### config.mk
export PLATFORM = sky130hd
export DESIGN_NAME = flex_queue
export DESIGN_NICKNAME = d
export VERILOG_FILES = /design/src/rtl/sec08_queues_pkg.sv /design/src/rtl/flex_queue_ctrl.sv /design/src/rtl/flex_queue.sv
export SDC_FILE = /design/constraint.sdc
export NUM_CORES = 1
export LEC_CHECK = 0
export BUFFER_PORTS_ARGS = -buffer_cell sky130_fd_sc_hd__buf_4
export CORE_ASPECT_RATIO = 0.7
export CORE_MARGIN = 2
export CORE_UTILIZATION = 60
export DETAILED_ROUTE_END_ITERATION = 6
export PLACE_DENSITY_LB_ADDON = 0.1
export SYNTH_ARGS = -nofsm -noshare
export SYNTH_HDL_FRONTEND = slang
export SYNTH_SLANG_ARGS = --single-unit
### constraint.sdc
create_clock -name clk -period 7.3 [get_ports clk]
set_input_delay 0.365 -clock clk [delete_from_list [all_inputs] [get_ports clk]]
set_output_delay 0.365 -clock clk [all_outputs]
set_load 0.02 [all_outputs]
### src/rtl/sec08_queues_pkg.sv
// rtl/sec08_queues_pkg.sv - shared queue types and sizing helpers
package sec08_queues_pkg;

  typedef enum logic [1:0] {
    QUEUE_NORMAL = 2'd0,
    QUEUE_PIPE   = 2'd1,
    QUEUE_BYPASS = 2'd2
  } queue_type_t;

  // A one-entry queue still needs a one-bit pointer.
  function automatic int unsigned ptr_nbits(input int unsigned num_msgs);
    return (num_msgs > 1) ? $clog2(num_msgs) : 1;
  endfunction

endpackage

### src/rtl/flex_queue_ctrl.sv
// rtl/flex_queue_ctrl.sv - pointers, occupancy and mode-dependent handshake
module flex_queue_ctrl
  import sec08_queues_pkg::*;
#(
  parameter int unsigned p_num_msgs = 4,
  parameter queue_type_t p_type     = QUEUE_NORMAL
)(
  input  logic                                  clk,
  input  logic                                  reset,
  input  logic                                  flush,
  input  logic                                  istream_val,
  output logic                                  istream_rdy,
  output logic                                  ostream_val,
  input  logic                                  ostream_rdy,
  output logic                                  wen,
  output logic [ptr_nbits(p_num_msgs)-1:0]      waddr,
  output logic [ptr_nbits(p_num_msgs)-1:0]      raddr,
  output logic                                  bypass_sel,
  output logic [$clog2(p_num_msgs+1)-1:0]       count
);

  localparam int unsigned c_pw = ptr_nbits(p_num_msgs);
  localparam int unsigned c_cw = $clog2(p_num_msgs + 1);

  logic [c_pw-1:0] enq_ptr;
  logic [c_pw-1:0] deq_ptr;
  logic            full;
  logic            empty;
  logic            enq;
  logic            deq;
  logic            buf_enq;
  logic            buf_deq;

  // Wrap explicitly so depths that are not a power of two work.
  function automatic logic [c_pw-1:0] wrap_inc(input logic [c_pw-1:0] p);
    return (p == c_pw'(p_num_msgs - 1)) ? '0 : p + c_pw'(1);
  endfunction

  assign full  = (count == c_cw'(p_num_msgs));
  assign empty = (count == '0);

  // Handshake per queue type; reset and flush hold both sides idle.
  always_comb begin
    istream_rdy = 1'b0;
    ostream_val = 1'b0;
    bypass_sel  = 1'b0;
    if (reset && !flush) begin
      if (p_type == QUEUE_PIPE) begin
        istream_rdy = !full || ostream_rdy;
        ostream_val = !empty;
      end else if (p_type == QUEUE_BYPASS) begin
        istream_rdy = !full;
        ostream_val = !empty || istream_val;
        bypass_sel  = empty;
      end else begin
        istream_rdy = !full;
        ostream_val = !empty;
      end
    end
  end

  assign enq     = istream_val && istream_rdy;
  assign deq     = ostream_val && ostream_rdy;
  // A bypassed message goes straight through and never touches storage.
  assign buf_enq = enq && !(bypass_sel && deq);
  assign buf_deq = deq && !empty;
  assign wen     = buf_enq;
  assign waddr   = enq_ptr;
  assign raddr   = deq_ptr;

  // Pointer and occupancy state; flush clears everything on the edge.
  always_ff @(posedge clk or negedge reset) begin
    if (!reset) begin
      enq_ptr <= '0;
      deq_ptr <= '0;
      count   <= '0;
    end else if (flush) begin
      enq_ptr <= '0;
      deq_ptr <= '0;
      count   <= '0;
    end else begin
      if (buf_enq) enq_ptr <= wrap_inc(enq_ptr);
      if (buf_deq) deq_ptr <= wrap_inc(deq_ptr);
      if (buf_enq && !buf_deq)      count <= count + c_cw'(1);
      else if (!buf_enq && buf_deq) count <= count - c_cw'(1);
    end
  end

  a_count_bound: assert property (@(posedge clk) disable iff (!reset)
    count <= c_cw'(p_num_msgs));
  a_no_enq_full: assert property (@(posedge clk) disable iff (!reset)
    !(full && enq && !(p_type == QUEUE_PIPE && deq)));
  a_no_deq_empty: assert property (@(posedge clk) disable iff (!reset)
    !(empty && deq && p_type != QUEUE_BYPASS));

endmodule

### src/rtl/flex_queue.sv
// rtl/flex_queue.sv - parametrised val/rdy queue with flush and occupancy
module flex_queue
  import sec08_queues_pkg::*;
#(
  parameter int unsigned p_msg_nbits    = 32,
  parameter int unsigned p_num_msgs     = 4,
  parameter queue_type_t p_type         = QUEUE_NORMAL,
  parameter int unsigned p_afull_thresh = p_num_msgs - 1
)(
  input  logic                             clk,
  input  logic                             reset,
  input  logic                             flush,
  input  logic                             istream_val,
  output logic                             istream_rdy,
  input  logic [p_msg_nbits-1:0]           istream_msg,
  output logic                             ostream_val,
  input  logic                             ostream_rdy,
  output logic [p_msg_nbits-1:0]           ostream_msg,
  output logic [$clog2(p_num_msgs+1)-1:0]  num_free_entries,
  output logic                             almost_full
);

  localparam int unsigned c_pw = ptr_nbits(p_num_msgs);
  localparam int unsigned c_cw = $clog2(p_num_msgs + 1);

  if (p_msg_nbits == 0) begin : g_err_width
    $error("flex_queue: p_msg_nbits must be >= 1");
  end
  if (p_num_msgs == 0) begin : g_err_depth
    $error("flex_queue: p_num_msgs must be >= 1");
  end
  if (p_afull_thresh == 0 || p_afull_thresh > p_num_msgs) begin : g_err_afull
    $error("flex_queue: p_afull_thresh must be in 1..p_num_msgs");
  end
  if (p_type != QUEUE_NORMAL && p_type != QUEUE_PIPE && p_type != QUEUE_BYPASS) begin : g_err_type
    $error("flex_queue: invalid p_type");
  end

  logic [p_msg_nbits-1:0] mem [p_num_msgs];
  logic                   wen;
  logic [c_pw-1:0]        waddr;
  logic [c_pw-1:0]        raddr;
  logic                   bypass_sel;
  logic [c_cw-1:0]        count;

  flex_queue_ctrl #(
    .p_num_msgs (p_num_msgs),
    .p_type     (p_type)
  ) u_ctrl (
    .clk         (clk),
    .reset       (reset),
    .flush       (flush),
    .istream_val (istream_val),
    .istream_rdy (istream_rdy),
    .ostream_val (ostream_val),
    .ostream_rdy (ostream_rdy),
    .wen         (wen),
    .waddr       (waddr),
    .raddr       (raddr),
    .bypass_sel  (bypass_sel),
    .count       (count)
  );

  // Payload storage; contents are don't-care until written.
  always_ff @(posedge clk) begin
    if (wen) mem[waddr] <= istream_msg;
  end

  assign ostream_msg      = bypass_sel ? istream_msg : mem[raddr];
  assign num_free_entries = c_cw'(p_num_msgs) - count;
  assign almost_full      = (count >= c_cw'(p_afull_thresh));

endmodule

==> insert_results.sql <==
INSERT INTO impl_metrics (metric_group, metric, value, unit) VALUES
('cts', 'numCtsBuffers', '17', ''),
('global_routing', 'grt_overflow', '0', ''),
('routing', 'detailed_routing_iterations_pass_1', '4', ''),
('timing', 'report.final.hold_viol_count', '0', ''),
('power', 'ir_worst_vdd', '0.243', 'mV'),
('finish', 'layout.cells.most_common', 'edfxtp_1', ''),
('placement', 'port_buffer_count', '74', ''),
('placement', 'total_half_perimeter_wirelength_after_legalization_and_detailed_placement', '4.85', 'mm'),
('worst_setup_path', 'slowest_stage_delay_on_critical_path', '0.46', 'ns'),
('floorplan', 'area_of_the_core_region', '0.00848', 'mm^2'),
('power', 'pwr_density_cell', '298', 'mW/mm^2'),
('worst_setup_path', 'worst_setup_path_start_kind', 'flip-flop', ''),
('finish', 'final-seq-area', '0.00402', 'mm^2'),
('floorplan', 'die_area', '0.00950', 'mm^2'),
('floorplan', 'dieHeight', '82.1', 'um'),
('power', 'leakage', '2.23', 'nW'),
('worst_setup_path', 'worst_ep_arrival_time', '2.78', 'ns'),
('status', 'run_status', 'finished clean', ''),
('floorplan', 'floorplan.rows', '28', ''),
('worst_setup_path', 'worst-endpoint-required', '7.58', 'ns'),
('cts', 'ctsHtreeMaxLevel', '4', ''),
('floorplan', 'start_util', '0.617', ''),
('worst_setup_path', 'timing.critical_path.to_type', 'flip-flop', ''),
('finish', 'commonest_cells_after_routing_fill_and_taps_aside', 'edfxtp_1, buf_4, mux4_2', ''),
('cts', 'clkSinkCount', '135', ''),
('timing', 'slew_headroom', '0.416', ''),
('worst_setup_path', 'worst_case_reg_to_reg_path_depth', '9', ''),
('timing', 'fin_skew', '0.00623', 'ns'),
('floorplan', 'floorplan.io_pins', '75', ''),
('synthesis', 'warnings_from_yosys', '0', ''),
('routing', 'wire_per_inst', '18.9', 'um'),
('timing', 'clock.fmax', '0.399', 'GHz'),
('routing', 'vias', '2462', ''),
('worst_hold_path', 'min_delay_path_depth', '1', ''),
('synthesis', 'cells_after_synth', '233', ''),
('synthesis', 'mappedNetlistArea', '0.00523', 'mm^2'),
('finish', 'final-instance-count-excl-fill', '449', ''),
('cts', 'cts.clk_slew.worst_paths', '0.05', 'ns'),
('synthesis', 'synth_nets', '280', ''),
('synthesis', 'synth_top_cell_by_area', 'edfxtp_1', ''),
('global_routing', 'antenna_found_initial', '0', ''),
('synthesis', 'synth.yosys.seq_area_share', '0.768', ''),
('routing', 'postRouteAntennaNets', '0', ''),
('routing', 'drc_errors', '0', ''),
('job', 'cap_violations', '0', ''),
('timing', 'finalMaxSlewViolations', '0', ''),
('global_routing', 'grt_pass1_wl', '12.9', 'mm'),
('timing', 'setup_violations', '0', ''),
('worst_setup_path', 'critPathMaxFanout', '7', ''),
('finish', 'drive_gt1_frac', '0.432', ''),
('routing', 'routed_wl', '8.48', 'mm'),
('synthesis', 'synth.top_cell.area_share', '0.734', ''),
('timing', 'finalHoldWorstSlack', '0.154', 'ns'),
('cts', 'clock-root-buffer', 'clkbuf_16', ''),
('synthesis', 'synth_top_cells_by_area', 'edfxtp_1, mux4_2, dfrtp_1, ha_1, buf_6', ''),
('synthesis', 'ys_seq_elements', '135', ''),
('worst_setup_path', 'cpMaxStageDelayCell', 'and4bb_1', ''),
('placement', 'pre_cts_slack', '4.79', 'ns'),
('timing', 'fin_setup_tns', '0', 'ns'),
('routing', 'dr.first_iter.drc_count', '139', ''),
('timing', 'finalCriticalPeriod', '2.51', 'ns'),
('synthesis', 'synthDistinctLibCells', '28', ''),
('worst_hold_path', 'hold_class', 'input port to flip-flop', ''),
('cts', 'cts_buffer_depth', '2', ''),
('global_routing', 'grt_util_all_layers', '0.198', ''),
('placement', 'gp_congestion', '0.751', ''),
('finish', 'flow.area_growth_from_synthesis', '22.9', '%'),
('timing', 'rsz0062_at_grt', 'no', ''),
('finish', 'finalNetCount', '365', ''),
('worst_setup_path', 'cp_cell_sequence', 'inv_1, ha_1, ha_1, and4bb_1, nor2_1, fa_1, and3_1, nor3_1, a31oi_1', ''),
('routing', 'detail_route.vias_per_cell', '5.48', '');
-- path summary, 6_finish.rpt --
check	start	end	slack, ns
setup reg to reg	u_ctrl.count[0]$_DFFE_PN0P_	u_ctrl.count[2]$_DFFE_PN0P_	4.79
setup / recovery	u_ctrl.count[0]$_DFFE_PN0P_	u_ctrl.count[2]$_DFFE_PN0P_	4.79
hold reg to reg	u_ctrl.count[1]$_DFFE_PN0P_	u_ctrl.count[1]$_DFFE_PN0P_	0.55
max in group asynchronous	reset	u_ctrl.raddr[0]$_DFFE_PN0P_	6.77
hold / removal	istream_msg[18]	mem[2][18]$_DFFE_PP_	0.15
min in group asynchronous	reset	u_ctrl.count[2]$_DFFE_PN0P_	0.36
-- power by group --
part	internal, W	total [W]	switching [W]	leakage, nW
Clock	0.000492	0.000777	0.000285	0.259
Combinational	0.000119	0.000256	0.000137	0.725
Sequential	0.000872	0.000885	0.0000126	1.25
-- logic make-up after synthesis --
logic type / synth area share
flops: 0.768
mux: 0.142
simple gates: 0.0320
buf+inv: 0.0218
fa+ha+maj: 0.0253
compound gates: 0.00980
xor+xnor: 0.00167
-- stage by stage --
step / total power, W / instance area [um^2] / util
final: 0.00192 / 6430 / 0.758
after global routing: 0.00199 / 6430 / 0.758
after CTS: 0.00194 / 6430 / 0.758
after detailed placement: 0.00116 / 5880 / 0.693
after global placement: 0.00115 / 5880 / 0.693
after floorplan: 0.00106 / 5230 / -
-- Yosys cell counts (all sizes together) --
library cell	count
edfxtp	128
mux4	32
buf	10
ha	9
inv	8
dfrtp	7
nor2	7
and2	4
nand2	4
o21ai	4
a21oi	2
and4bb	2
mux2i	2
nand3b	2
nor3	2
a21o	1
a31oi	1
and3	1
clkbuf	1
fa	1
nand4bb	1
o22ai	1
or2b	1
or3	1
xnor2	1
-- per-layer routing --
layer / part of all wire / wire length (um) / GRT usage
met1: 0.45 / 3790 / 0.253
met2: 0.49 / 4190 / 0.313
met3: 0.047 / 396 / 0.0737
met4: 0.013 / 108 / 0.0869
met5: 0 / 0 / 0
-- worst register-to-register path, stage by stage, from the launching register on --
cell	delay [ns]
dfrtp_1	0.41
inv_1	0.11
ha_1	0.24
ha_1	0.21
and4bb_1	0.46
nor2_1	0.10
fa_1	0.42
and3_1	0.17
nor3_1	0.18
a31oi_1	0.07
-- state kept, by name (all words and copies together), names as in the netlist --
signal and count:
mem 128, u_ctrl.count 3, u_ctrl.raddr 2, u_ctrl.waddr 2
-- final cells by class --
type                       count  share of cell area
sequential                   135               0.625
multi-input combinational     79               0.172
timing repair buffer          77              0.0903
clock buffer                  19              0.0673
tap                          120              0.0234
clock inverter                11              0.0171
inverter                       8             0.00467
-- timing repair --
action                    4_1_cts  5_1_grt
hold endpoints to repair        7        0
hold buffers                    1        0
resized for setup               0        0
Power figures use the tool's default switching activity.
